File: config.mk
export PLATFORM = sky130hd
export DESIGN_NAME = pad_strap_ctrl
export DESIGN_NICKNAME = d
export VERILOG_FILES = /design/src/rtl/pad_strap_ctrl.sv
export SDC_FILE = /design/constraint.sdc
export NUM_CORES = 1
export LEC_CHECK = 0
export ABC_AREA = 1
export CORE_UTILIZATION = 40
export DETAILED_ROUTE_END_ITERATION = 16
export PLACE_DENSITY = 0.58
export SLEW_MARGIN = 20
export SYNTH_ARGS = -nofsm -noshare
export SYNTH_HDL_FRONTEND = slang
export SYNTH_SLANG_ARGS = --single-unit
File: constraint.sdc
create_clock -name clk_i -period 3.42 [get_ports clk_i]
set_input_delay 1.026 -clock clk_i [delete_from_list [all_inputs] [get_ports clk_i]]
set_output_delay 1.026 -clock clk_i [all_outputs]
set_load 0.005 [all_outputs]
File: src/rtl/pad_strap_ctrl.sv
// Strap sampling sequencer: holds strap pads as inputs, settles, debounces, then locks the
// strap values and drives the JTAG-overlay enable and bootstrap flag into the core.
module pad_strap_ctrl #(
  parameter int unsigned           NumStraps      = 2,
  parameter int unsigned           SettleCycles   = 8,
  parameter int unsigned           DebounceCycles = 16,
  parameter int unsigned           TimeoutCycles  = 1024,
  parameter logic [NumStraps-1:0]  DefaultStraps  = '0
) (
  input  logic                 clk_i,
  input  logic                 rst_i,
  input  logic [NumStraps-1:0] strap_pad_i,
  input  logic                 sample_req_i,
  input  logic                 lc_jtag_allow_i,
  output logic [NumStraps-1:0] strap_force_in_o,
  output logic [NumStraps-1:0] strap_o,
  output logic                 strap_valid_o,
  output logic                 strap_timeout_o,
  output logic                 jtag_en_o,
  output logic                 bootstrap_o
);

  localparam int unsigned CntW = $clog2(TimeoutCycles + 1);
  localparam logic [CntW-1:0] SettleLast = CntW'(SettleCycles - 1);
  localparam logic [CntW-1:0] DebLimit   = CntW'(DebounceCycles);
  localparam logic [CntW-1:0] TmoLimit   = CntW'(TimeoutCycles);

  typedef enum logic [1:0] {StSettle, StDebounce, StLocked} state_e;

  state_e                 state_q, state_d;
  logic [CntW-1:0]        settle_cnt_q, settle_cnt_d;
  logic [CntW-1:0]        stable_cnt_q, stable_cnt_d;
  logic [CntW-1:0]        tmo_cnt_q, tmo_cnt_d;
  logic [NumStraps-1:0]   cand_q, cand_d;
  logic [NumStraps-1:0]   strap_q, strap_d;
  logic                   timeout_q, timeout_d;
  logic                   jtag_en_q, jtag_en_d;
  logic                   bootstrap_q, bootstrap_d;
  logic                   locked;

  function automatic logic [CntW-1:0] sat_inc(input logic [CntW-1:0] v);
    return (v == '1) ? v : v + CntW'(1);
  endfunction

  assign locked = (state_q == StLocked);

  always_comb begin
    state_d      = state_q;
    settle_cnt_d = settle_cnt_q;
    stable_cnt_d = stable_cnt_q;
    tmo_cnt_d    = tmo_cnt_q;
    cand_d       = cand_q;
    strap_d      = strap_q;
    timeout_d    = timeout_q;

    unique case (state_q)
      StSettle: begin
        if (settle_cnt_q == SettleLast) begin
          state_d      = StDebounce;
          cand_d       = strap_pad_i;
          stable_cnt_d = CntW'(1);
          tmo_cnt_d    = CntW'(1);
        end else begin
          settle_cnt_d = sat_inc(settle_cnt_q);
        end
      end
      StDebounce: begin
        // A completed debounce takes priority over a simultaneous timeout.
        if (stable_cnt_q == DebLimit) begin
          state_d   = StLocked;
          strap_d   = cand_q;
          timeout_d = 1'b0;
        end else if (tmo_cnt_q == TmoLimit) begin
          state_d   = StLocked;
          strap_d   = DefaultStraps;
          timeout_d = 1'b1;
        end else begin
          tmo_cnt_d = sat_inc(tmo_cnt_q);
          if (strap_pad_i != cand_q) begin
            cand_d       = strap_pad_i;
            stable_cnt_d = CntW'(1);
          end else begin
            stable_cnt_d = sat_inc(stable_cnt_q);
          end
        end
      end
      StLocked: ;
      default: state_d = StSettle;
    endcase

    if (sample_req_i) begin
      state_d      = StSettle;
      settle_cnt_d = '0;
      stable_cnt_d = '0;
      tmo_cnt_d    = '0;
      timeout_d    = 1'b0;
    end
  end

  assign jtag_en_d   = locked & strap_q[0] & lc_jtag_allow_i;
  assign bootstrap_d = locked & strap_q[1];

  always_ff @(posedge clk_i) begin
    if (rst_i) begin
      state_q      <= StSettle;
      settle_cnt_q <= '0;
      stable_cnt_q <= '0;
      tmo_cnt_q    <= '0;
      cand_q       <= '0;
      strap_q      <= DefaultStraps;
      timeout_q    <= 1'b0;
      jtag_en_q    <= 1'b0;
      bootstrap_q  <= 1'b0;
    end else begin
      state_q      <= state_d;
      settle_cnt_q <= settle_cnt_d;
      stable_cnt_q <= stable_cnt_d;
      tmo_cnt_q    <= tmo_cnt_d;
      cand_q       <= cand_d;
      strap_q      <= strap_d;
      timeout_q    <= timeout_d;
      jtag_en_q    <= jtag_en_d;
      bootstrap_q  <= bootstrap_d;
    end
  end

  assign strap_force_in_o = locked ? '0 : '1;
  assign strap_o          = strap_q;
  assign strap_valid_o    = locked;
  assign strap_timeout_o  = timeout_q;
  assign jtag_en_o        = jtag_en_q;
  assign bootstrap_o      = bootstrap_q;

endmodule
# == After elaboration in Yosys (flattened, before gate mapping) ==
# Cells that the tools add are included.
# totals
ff_bits,42
out_inout_bits,8
in_bits,6
wordCells,68
# classes
bitwise_logic,6
n_reduce_logical,10
eq_ne,16
muxes,24
add_sub_neg,3
# ops
op,count
$mux 11,8
$eq 11x11->1 const B,4
$pmux 11 s2,2
$add 11x1->11 const B,3
$mux 2,10
$reduce_and 5->1,3
$eq 11x3->1 const B,1
$eq 11x5->1 const B,1
$ne 2x2->1 const B,5
$ne 3x3->1 const B,2
$pmux 2 s3,1
$reduce_and 3->1,2
$pmux 2 s2,1
$reduce_bool 2->1,2
$and 1x1->1,3
$not 1->1,3
$eq 2x1->1 const B,1
$eq 2x2->1 const B,1
$logic_not 2->1,1
$mux 1,2
$ne 2x2->1,1
$reduce_and 2->1,1
$reduce_or 2->1,1

# == Longest topological paths before layout ==
# depth
depth_word,6
ltp_mapped,11
depth_no_buf,10

# == Least setup slack after synthesis ==
# No wires, ideal clock.
# synth_path
path_kind,in2reg
from,input strap_pad_i[0]
to,register stable_cnt_q[9]
setup_time_ns,0.115
path_slack_ns,1.418
arrival_ns,1.887
cell_stages,10
required_ns,3.305
n_path_buf,1
path_cell_list,inv_1 > nand2_1 > nand2_1 > nor2_4 > nand2_1 > inv_2 > nand2_2 > buf_6 > a21oi_1 > nor2_1
# synth_between
elab_chain_cells,5
word_cells_on_any_way,7
classes_between,eq/ne: 2; mux: 4; reduce/logical: 1
# synth_rtl
element,line,text
start: declaration,12,"input logic [NumStraps-1:0] strap_pad_i,"
$ne 2x2->1 (*),79,if (strap_pad_i != cand_q) begin
$mux 11,79,
$mux 11,73,end else if (tmo_cnt_q == TmoLimit) begin
$mux 11,69,if (stable_cnt_q == DebLimit) begin
$pmux 11 s2,56,unique case (state_q)
end signal: assignment,117,stable_cnt_q <= stable_cnt_d;
end: declaration,32,"logic [CntW-1:0] stable_cnt_q, stable_cnt_d;"
# Every way passes the cells marked *; elsewhere a longest branch is shown, timed or not. The select of a mux whose other input is x is not followed.
# A chain may end at the register's enable or synchronous reset.

# == Worst setup path in the final report ==
# layout_path
from,register state_q[1]
to,output strap_force_in_o[1]
# layout_between
elab_chain_cells,2
# layout_rtl
element,line,text
start: declaration,30,"state_e state_q, state_d;"
start signal: assignment,105,state_q <= StSettle;
start signal: assignment,115,state_q <= state_d;
$eq 2x2->1,45,assign locked = (state_q == StLocked);
$mux 2,127,assign strap_force_in_o = locked ? '0 : '1;
end: declaration,15,"output logic [NumStraps-1:0] strap_force_in_o,"
# No other way between the ends.

==> results.toml <==
[setup_path]
worstSetupPathType = "reg -> out"
critPathRequiredTime_ns = 2.39
start_kind = "register"
crit_fanout = 4
end_kind = "primary output"
cp.arrival_ns = 1.45

[floorplan]
ios = 14
fp-row-count = 28
dieArea_um2 = 6750
fp.coreArea_um2 = 6060
die_x_um = 82.1
die_h_um = 82.1
start_util_pct = 42.4

[grt]
grt_pass1_vias = 2155
globalRouteOverflowTotal = 0
grt_antenna_before_repair = 0
grt_pass1_wl_um = 9780
grt_use_total_pct = 18.7
grt_max_degree = 20

[synthesis]
synth-edff-count = 0
synth_top_area_share_pct = 32.7
ys_top_cells_by_area = "dfxtp_1 (33%), nand2_1 (17%), nand3_1 (9.7%)"
synth_area_um2 = 2570
syn-instance-count = 401
synth_commonest_cells = "nand2_1 (114), nand3_1 (50), nor2_1 (48)"
synthArstFlopShare_pct = 0
yosysUniqueCellTypes = 32
synth_area_per_cell_um2 = 6.41
yosysSeqAreaShare_pct = 32.7
ys_ff_latch = 42
yosys_warnings = 0
syn-num-nets = 412
yosysMostFrequentCell = "nand2_1"
yosys.area.top_type = "dfxtp_1"
synthFlopType = "dfxtp_1"

[timing]
min_period_over_period_pct = 72.3
worst_slew_pin_slew_ns = 0.537
holdWs_ns = 0.473
finalCriticalPeriod_ns = 2.47
max_freq_ghz = 0.405
rsz0062_at_grt = "no"
slew_violations = 0
setup_ws_ns = 0.948
clock_skew_ns = 0.00428
relSlewSlack_pct = 64.1
hold_viol = 0
setup_tns_ns = 0
setup_violations = 0

[routing]
drtIter0Drc = 106
routed_wirelength_um = 5820
ant_nets = 0
via_count = 2424
drcViolationCount = 0
routedWlPerCell_um = 12.0
via_per_inst = 4.99
drtPass1Iterations = 4

[clock_tree]
cts_resized = 0
clk_pin_slew_worst_paths_ns = 0.08
clockBufferDepth = 2
htree_levels = 2
clk_latency_ns = 0.29
post-cts-setup-buffer-count = 0
cts-root-buf = "clkbuf_8"
numClockSinks = 42
cts_hold_buf = 0
cts_tree = "yes"
cts_buffers = 5

[place]
hpwl_um = 4250
place_congestion = 0.884
dp_slack_ns = 0.685
portBuffers = 13
dp_cells = 479

[min_path]
hold_path_class = "reg -> reg"

[power]
vdd.ir_drop.worst_uv = 174
pwr_density_cell_nw_per_um2 = 292
p_leak_nw = 1.01

[finish]
antenna_cells = 0
utilization_pct = 46.3
final_nets = 422
fin_cells = 486
drive_above_1_share_pct = 8.27
area_growth_pct = 9.21

[status]
status = "finished, final reports clean"

[run]
max_cap_violations = 0
## sequential cells by signal, summed over array words and instances (netlist names)
signal           count
strap_timeout_o      1
strap_o              2
tmo_cnt_q           11
stable_cnt_q        11
state_q              2
jtag_en_o            1
cand_q               2
settle_cnt_q        11
bootstrap_o          1
## critical path, cell delays in order (launching register included)
cell and delay (ns):
dfxtp_1 0.33, inv_1 0.05, nor2_1 0.19, inv_1 0.13, clkdlybuf4s50_1 0.46
## final cells by class
type                       count  area, µm²
clock buffer                   5       68.8
clock inverter                 2       10.0
fill                         647       3260
inverter                      43        161
multi-input combinational    304       1490
sequential                    42        841
tap                           75       93.8
timing repair buffer          15        145
## layout by cell type, fill, tap and decap left out, types with 3 or more instances in the layout
cell	Yosys	routed
nand4_1	3	3
nor2_1	48	48
a21oi_1	36	36
nor2_2	4	4
nand2_1	114	114
xnor2_1	3	3
inv_1	40	40
clkdlybuf4s50_1	0	13
o21ai_0	5	5
xor2_1	6	6
dfxtp_1	42	42
nand2_2	6	6
inv_2	3	3
clkbuf_8	0	5
o21ai_1	3	3
nand3_1	50	50
nor3_1	4	4
ha_1	5	5
## path summary, 6_finish.rpt
kind | startpoint | slack [ns] | end | cells past startpoint
worst min register to register | strap_o[1] | 0.47 | bootstrap_o | 2
worst max register to register | state_q[1] | 1.45 | stable_cnt_q[4] | 8
worst max-delay path | state_q[1] | 0.95 | strap_force_in_o[1] | 4
worst min-delay path | strap_o[1] | 0.47 | bootstrap_o | 2
## routing by layer
layer  global-route usage (%)  vias to the layer above  part of all wire (%)
met5                        0                        -                     0
met4                     3.16                        0                  0.46
met3                     3.74                        3                   5.1
met2                     30.9                       54                    45
met1                     25.4                     1073                    50
li1                         -                     1294                     -
## power by group
group / internal [mW] / switching [mW] / leakage, nW / total (mW)
logic: 0.0103 / 0.0154 / 0.630 / 0.0257
registers: 0.490 / 0.00118 / 0.338 / 0.491
clock network: 0.137 / 0.166 / 0.0438 / 0.303
total: 0.637 / 0.182 / 1.01 / 0.819
## through the flow
step	cell area, µm²	power, mW
4_1_cts	2810	0.832
6_report	2810	0.819
3_3_place_gp	2730	0.528
2_1_floorplan	2570	0.516
5_1_grt	2810	0.856
3_5_place_dp	2730	0.528
## cell families (layout without fill, tap and decap cells)
group	after synthesis	count (layout)	share of synthesized area, %
buffers and inverters	55	65	9.45
adders and majority gates	5	5	2.44
AOI/OAI and AO/OA	49	49	10.5
DFF	42	42	32.7
and+or+nand+nor	241	241	41.8
xor gates and xnor gates	9	9	3.07
No activity file was read; power rests on OpenSTA's default activity.
